[src/rtl/rcpu_mem_pkg.sv]
// Shared definitions for the system RAM path: read-owner encoding and default bus widths.
package rcpu_mem_pkg;

    localparam int ADDR_W_DEF = 16;
    localparam int DATA_W_DEF = 16;

    typedef enum logic [1:0] {
        OWN_NONE = 2'b00,
        OWN_GPU  = 2'b01,
        OWN_CPU  = 2'b10
    } owner_t;

    // Bits needed to hold 0..max inclusive.
    function automatic int cnt_width(input int max);
        return (max < 1) ? 1 : $clog2(max + 1);
    endfunction

endpackage

[src/rtl/arb_starve_counter.sv]
// Saturating CPU wait counter: counts lost conflict cycles, flags when the CPU must be forced in.
module arb_starve_counter
    import rcpu_mem_pkg::*;
#(
    parameter int MAX = 8
) (
    input  logic clk,
    input  logic rst,
    input  logic inc,
    input  logic clr,
    output logic at_limit
);

    localparam int W = cnt_width(MAX);

    logic [W-1:0] cnt;

    assign at_limit = (cnt == W'(MAX));

    always_ff @(posedge clk or negedge rst) begin
        if (!rst) begin
            cnt <= '0;
        end else if (clr) begin
            cnt <= '0;
        end else if (inc && !at_limit) begin
            cnt <= cnt + 1'b1;
        end
    end

endmodule

[src/rtl/ram_arbiter.sv]
// GPU/CPU arbiter for the single-port system RAM; GPU has fixed priority, CPU is
// forced in after CPU_MAX_WAIT lost cycles. Define ARB_STATS_EN for grant statistics.
module ram_arbiter
    import rcpu_mem_pkg::*;
#(
    parameter int ADDR_W       = ADDR_W_DEF,
    parameter int DATA_W       = DATA_W_DEF,
    parameter int CPU_MAX_WAIT = 8
) (
    input  logic              clk,
    input  logic              rst,
    input  logic              gpuReq,
    input  logic [ADDR_W-1:0] gpuAddr,
    output logic              gpuGnt,
    output logic [DATA_W-1:0] gpuRData,
    output logic              gpuValid,
    input  logic              cpuReq,
    input  logic              cpuWE,
    input  logic [ADDR_W-1:0] cpuAddr,
    input  logic [DATA_W-1:0] cpuWData,
    output logic              cpuGnt,
    output logic [DATA_W-1:0] cpuRData,
    output logic              cpuValid,
`ifdef ARB_STATS_EN
    output logic [15:0]       statGpu,
    output logic [15:0]       statCpu,
    output logic [15:0]       statForced,
`endif
    output logic [ADDR_W-1:0] memAddr,
    output logic [DATA_W-1:0] memWData,
    output logic              memWE,
    output logic              memRE,
    input  logic [DATA_W-1:0] memRData
);

    logic              at_limit;
    logic              gpu_win;
    logic              cpu_win;
    owner_t            owner;
    logic [ADDR_W-1:0] addr_q;
    logic [DATA_W-1:0] wdata_q;
    logic [DATA_W-1:0] gpu_hold;
    logic [DATA_W-1:0] cpu_hold;

    // rst gates the grants so nothing reaches the RAM while reset is asserted.
    assign gpu_win = rst && gpuReq && !(cpuReq && at_limit);
    assign cpu_win = rst && cpuReq && !gpu_win;

    assign gpuGnt   = gpu_win;
    assign cpuGnt   = cpu_win;
    assign memRE    = gpu_win || (cpu_win && !cpuWE);
    assign memWE    = cpu_win && cpuWE;
    assign memAddr  = gpu_win ? gpuAddr : (cpu_win ? cpuAddr : addr_q);
    assign memWData = cpu_win ? cpuWData : wdata_q;

    assign gpuValid = (owner == OWN_GPU);
    assign cpuValid = (owner == OWN_CPU);
    assign gpuRData = gpuValid ? memRData : gpu_hold;
    assign cpuRData = cpuValid ? memRData : cpu_hold;

    arb_starve_counter #(
        .MAX (CPU_MAX_WAIT)
    ) u_starve (
        .clk      (clk),
        .rst      (rst),
        .inc      (cpuReq && gpu_win),
        .clr      (cpu_win),
        .at_limit (at_limit)
    );

    always_ff @(posedge clk or negedge rst) begin
        if (!rst) begin
            owner    <= OWN_NONE;
            addr_q   <= '0;
            wdata_q  <= '0;
            gpu_hold <= '0;
            cpu_hold <= '0;
        end else begin
            if (gpu_win)
                owner <= OWN_GPU;
            else if (cpu_win && !cpuWE)
                owner <= OWN_CPU;
            else
                owner <= OWN_NONE;
            addr_q  <= memAddr;
            wdata_q <= memWData;
            // Latch the returned word so it stays visible after Valid drops.
            if (owner == OWN_GPU) gpu_hold <= memRData;
            if (owner == OWN_CPU) cpu_hold <= memRData;
        end
    end

`ifdef ARB_STATS_EN
    always_ff @(posedge clk or negedge rst) begin
        if (!rst) begin
            statGpu    <= '0;
            statCpu    <= '0;
            statForced <= '0;
        end else begin
            if (gpu_win) statGpu <= statGpu + 16'd1;
            if (cpu_win) statCpu <= statCpu + 16'd1;
            // A CPU grant while the GPU is also asking can only come from the limit.
            if (cpu_win && gpuReq) statForced <= statForced + 16'd1;
        end
    end
`endif

endmodule

[config.mk]
export PLATFORM = sky130hd
export DESIGN_NAME = ram_arbiter
export DESIGN_NICKNAME = d
export VERILOG_FILES = /design/src/rtl/rcpu_mem_pkg.sv /design/src/rtl/arb_starve_counter.sv /design/src/rtl/ram_arbiter.sv
export SDC_FILE = /design/constraint.sdc
export NUM_CORES = 1
export LEC_CHECK = 0
export CAP_MARGIN = 20
export CELL_PAD_IN_SITES_DETAIL_PLACEMENT = 2
export CELL_PAD_IN_SITES_GLOBAL_PLACEMENT = 2
export CORE_AREA = 10 10 84 159
export DETAILED_ROUTE_END_ITERATION = 8
export DIE_AREA = 0 0 94 169
export PLACE_DENSITY = 0.92
export SLEW_MARGIN = 30
export SYNTH_ARGS = -nofsm -noshare
export SYNTH_HDL_FRONTEND = slang
export SYNTH_SLANG_ARGS = --single-unit
[constraint.sdc]
create_clock -name clk -period 2.93 [get_ports clk]
set_input_delay 0.293 -clock clk [delete_from_list [all_inputs] [get_ports clk]]
set_output_delay 0.293 -clock clk [all_outputs]
set_load 0.02 [all_outputs]
; ---- Word-level counts from Yosys, hierarchy flattened
; Cells that the tools add are included.
[op_classes]
add_sub_neg = 1
n_eq_ne = 3
muxes = 9
reduce_logical = 15
[op_table]
columns = op, count
row1 = two-way mux 16 bit, 5
row2 = logical AND 1 bit, 9
row3 = two-way mux 4 bit, 2
row4 = "adder 4 x 1 -> 4 bit, second input constant", 1
row5 = "== test 4 bit, second input constant", 1
row6 = logical NOT 1 bit, 4
row7 = two-way mux 2 bit, 2
row8 = "== test 2 x 1 -> 1 bit, second input constant", 1
row9 = "== test 2 bit, second input constant", 1
row10 = nonzero test 2 bit, 1
row11 = logical OR 1 bit, 1
[word_totals]
regBits = 70
wordCells = 34

; ---- Logic depth before layout (Yosys ltp)
[depth]
ltp_word = 9
mapped_depth = 6
depth_no_buf = 5

; ---- Hierarchy
; From an unflattened synthesis, not the netlist that was laid out.
[unflattened]
hier_cells = 192
area_unflattened_um2 = 3009.1
[modules_own_cells]
columns = mod, n_inst, cells_per_inst, area_each_um2
row1 = ram_arbiter, 1, 168, 2776.4
row2 = arb_starve_counter, 1, 24, 232.7

; ---- Least setup slack after synthesis
; No wires, ideal clock.
[synth_path]
path_type = register to output
start = register u_starve.cnt[0]
end = output memWData[10]
arrival_ns = 1.612
path_slack_ns = 1.025
stages_incl_launch_ff = 7
path_buffers = 1
cell_sequence = dfrtp_1 inv_1 ha_1 nand3b_4 a21oi_4 buf_8 mux2_4
[synth_between]
elab_chain_len = 7
[synth_lines]
columns = element, line_no
row1 = from (decl), arb_starve_counter.sv:16  ; logic [W-1:0] cnt;
row2 = from (signal assigned), arb_starve_counter.sv:26  ; cnt <= cnt + 1'b1;
row3 = == test 4 bit, arb_starve_counter.sv:18  ; assign at_limit = (cnt == W'(MAX));
row4 = logical AND 1 bit, ram_arbiter.sv:46  ; assign gpu_win = rst && gpuReq && !(cpuReq && at_limit);
row5 = logical NOT 1 bit, ram_arbiter.sv:46
row6 = logical AND 1 bit, ram_arbiter.sv:46
row7 = logical NOT 1 bit, ram_arbiter.sv:47  ; assign cpu_win = rst && cpuReq && !gpu_win;
row8 = logical AND 1 bit, ram_arbiter.sv:47
row9 = named net cpuGnt, ram_arbiter.sv:21  ; output logic cpuGnt,
row10 = two-way mux 16 bit, ram_arbiter.sv:54  ; assign memWData = cpu_win ? cpuWData : wdata_q;
row11 = to (decl), ram_arbiter.sv:30  ; output logic [DATA_W-1:0] memWData,
; The timed path passes the listed nets, and every way through them passes these cells.

; ---- Final worst setup path
[layout_path]
start = register u_starve.cnt[0]
end = output memAddr[14]
[layout_between]
elab_chain_len = 8
[layout_lines]
columns = element, line_no
row1 = == test 4 bit *, arb_starve_counter.sv:18
row2 = logical AND 1 bit *, ram_arbiter.sv:46
row3 = logical NOT 1 bit *, ram_arbiter.sv:46
row4 = logical AND 1 bit *, ram_arbiter.sv:46
row5 = logical NOT 1 bit, ram_arbiter.sv:47
row6 = logical AND 1 bit, ram_arbiter.sv:47
row7 = two-way mux 16 bit, ram_arbiter.sv:53  ; assign memAddr = gpu_win ? gpuAddr : (cpu_win ? cpuAddr : addr_q);
row8 = two-way mux 16 bit *, ram_arbiter.sv:53
row9 = to (decl), ram_arbiter.sv:29  ; output logic [ADDR_W-1:0] memAddr,
; Every way passes the cells marked *; elsewhere a longest branch is shown, timed or not.

==> qor.csv <==
stage,metric,value,unit
critical_path,critPathLaunch,u_starve.cnt[0],
detailed_routing,drt_iter0_markers,54,
synthesis,synth.distinct_cells,25,
placed_design,place.gp.congestion,0.685,
sta,slew_headroom,55.1,%
sta,fin_crit,2800,ps
job,drv_cap,0,
detailed_routing,drt-total-wl,10400,um
clocking,clk_pin_slew,60,ps
critical_path,critical_path.endpoint_type,output pin,
placed_design,portBuffers,138,
pwr,cellLeakagePower,2.14,nW
clocking,cts_max_level,3,
layout,final_util,45.8,%
sta,whs,113,ps
clocking,post_cts_buffers,0,
global_route,track_usage,13.4,%
synthesis,synth-seq-area-share,56.7,%
sta,rsz0062_at_grt,no,
clocking,cts_buffers,9,
sta,drv_slew,0,
critical_path,endpoint,memAddr[14],
global_route,antenna_found_initial,0,
global_route,overflow,0,
pwr,p_total,3.47,mW
critical_path,r2r_cells,6,
detailed_routing,vias_per_cell,4.50,
layout,layout-drive-gt1-share,32.3,%
layout,diodes,0,
sta,worst_slack,134,ps
worst_hold_path,hp-class,in2async,
die,die_h,169,um
layout,area_growth,60.2,%
clocking,worstSkewPairLatency,330,ps
pwr,p_seq_share,35.0,%
critical_path,crit_path_start_kind,flip-flop,
sta,finalSetupViolCount,0,
die,core_area,10800,um2
global_route,grt_pass1_wl,16100,um
critical_path,reg2reg_from,u_starve.cnt[0],
layout,final_common_cell,clkdlybuf4s50_1,
die,die_area,15900,um2
clocking,cts_tree,built,
pwr,irDropWorstVdd,0.296,mV
pwr,power_frac_clock,31.4,%
global_route,grt_max_degree,72,
clocking,cts.sinks,70,
critical_path,path_class,reg2out,
outcome,status,"complete, no violations",
die,rows,54,
synthesis,syn_nets,260,
detailed_routing,wl_per_cell,21.6,um
sta,fin_skew,7.47,ps
die,start_util,28.6,%
clocking,ctsHoldBuffers,0,
die,die_x,94,um
pwr,powerDensity,702,nW/um2
critical_path,cp.arrival,2500,ps
placed_design,place_worst_setup_slack,282,ps
sta,max_freq,358,MHz
synthesis,synth_area_per_cell,16.3,um2
critical_path,cp.required,2640,ps
synthesis,mappedNetlistArea,3090,um2
die,ios,139,
detailed_routing,drt_drc_violations_left,0,
global_route,grt_pass1_vias,2682,
detailed_routing,via_count,2179,
clocking,cts_max_path_buffers,2,
sta,finalSetupTns,0,ps
layout,final_cell_mix,"clkdlybuf4s50_1, dfrtp_1, mux2_2, mux2_4",
sta,finalHoldViolations,0,
placed_design,dp_hpwl,8260,um
pwr,power.internal,2.46,mW
pwr,switchingPower,1.01,mW
detailed_routing,firstDrtPassIters,4,
clocking,root_buffer,clkbuf_16,
sta,fin_crit_sh,95.4,%
sta,worst_slew_pin_slew,673,ps
synthesis,synth-seq-cells,70,
pwr,p_comb_share,33.7,%
synthesis,syn_inst,189,
synthesis,yosysWarnings,0,
detailed_routing,ant_nets,0,
critical_path,regToRegSetupSlack,1180,ps
critical_path,r2r-end,addr_q[10],
critical_path,worstPathMaxFanout,14,
layout,final_nets,410,
pwr,swShare,29.1,%
## area by class of cell
cell class,instances,area [um2]
Fill cell,1052,5860
Sequential cell,70,1750
Timing Repair Buffer,148,1460
Multi-Input combinational cell,105,1240
Clock buffer,10,239
Tap cell,140,175
Clock inverter,6,61.3
Inverter,5,18.8
## per-stage QoR
stage	cell area, um2	cells
3_5_place_dp	4640	468
6_report	4950	484
4_1_cts	4940	484
5_1_grt	4950	484
3_3_place_gp	4640	468
2_1_floorplan	3090	189
## worst min-delay path by stage
stage	endpoint	slack [ps]	cells after the start	from
6_report	u_starve.cnt[2]	110	2	rst
5_1_grt	wdata_q[3]	190	2	rst
4_1_cts	u_starve.cnt[2]	270	2	rst
3_5_place_dp	wdata_q[12]	480	1	wdata_q[12]
3_3_place_gp	wdata_q[8]	480	1	wdata_q[8]
2_1_floorplan	addr_q[0]	-3	0	rst
## Yosys cell counts
| cell | count | area share (%) |
|---|---|---|
| buf_6 | 4 | 1.5 |
| and2_1 | 1 | 0.20 |
| nor2b_1 | 3 | 0.61 |
| buf_8 | 1 | 0.49 |
| nand3_1 | 2 | 0.32 |
| buf_2 | 4 | 0.65 |
| nand2_2 | 1 | 0.20 |
| mux2_2 | 42 | 15 |
| nand2b_1 | 2 | 0.41 |
| a31oi_1 | 1 | 0.20 |
| o211a_1 | 1 | 0.32 |
| a22o_1 | 1 | 0.28 |
| a32o_1 | 1 | 0.32 |
| inv_1 | 5 | 0.61 |
| o21ai_0 | 2 | 0.32 |
| o21bai_1 | 1 | 0.24 |
| dfrtp_1 | 70 | 57 |
| nor2_1 | 1 | 0.12 |
| nand3b_4 | 1 | 0.65 |
| a21oi_4 | 1 | 0.53 |
| ha_1 | 2 | 0.81 |
| mux2_4 | 38 | 18 |
| or3_1 | 1 | 0.20 |
| nand2_1 | 2 | 0.24 |
| o31ai_1 | 1 | 0.24 |
## power by group through the flow
stage	clock, mW	combinational (mW)	sequential, mW
after floorplan	0	0.613	1.20
after global placement	0	1.15	1.21
after detailed placement	0	1.19	1.23
after CTS	1.13	1.20	1.22
after global routing	1.18	1.24	1.24
final	1.09	1.17	1.21
## metal layers
metal,part of all wire (%),vias to the layer above,track usage [%]
met5,0,-,0
met4,0.89,0,3.79
met3,8.2,7,5.63
met2,58,95,25.6
met1,33,1112,12.1
li1,-,965,-
## flip-flops by register name (all words and copies together) (netlist names)
name,cells
gpu_hold,16
owner,2
u_starve.cnt,4
cpu_hold,16
wdata_q,16
addr_q,16
## worst max-delay path: stages, from the launching register on
cell	delay, ps
dfrtp_1	430
inv_1	80
ha_1	250
nand3b_4	110
o211a_1	240
buf_6	180
mux2_4	320
clkdlybuf4s50_1	560
## repair_timing
item,in CTS,in global routing
endpoints found under the setup margin,0,8
resized for setup,0,1
endpoints found under the hold margin,0,0
## logic make-up after synthesis
| group | share of synthesized area [%] |
|---|---|
| flip-flops | 56.7 |
| AND/OR/NAND/NOR | 2.96 |
| adder cells (fa/ha/maj) | 0.811 |
| buffers and inverters | 3.20 |
| AO/OA/AOI/OAI | 2.47 |
| multiplexers | 33.8 |
Power figures use the tool's default switching activity.
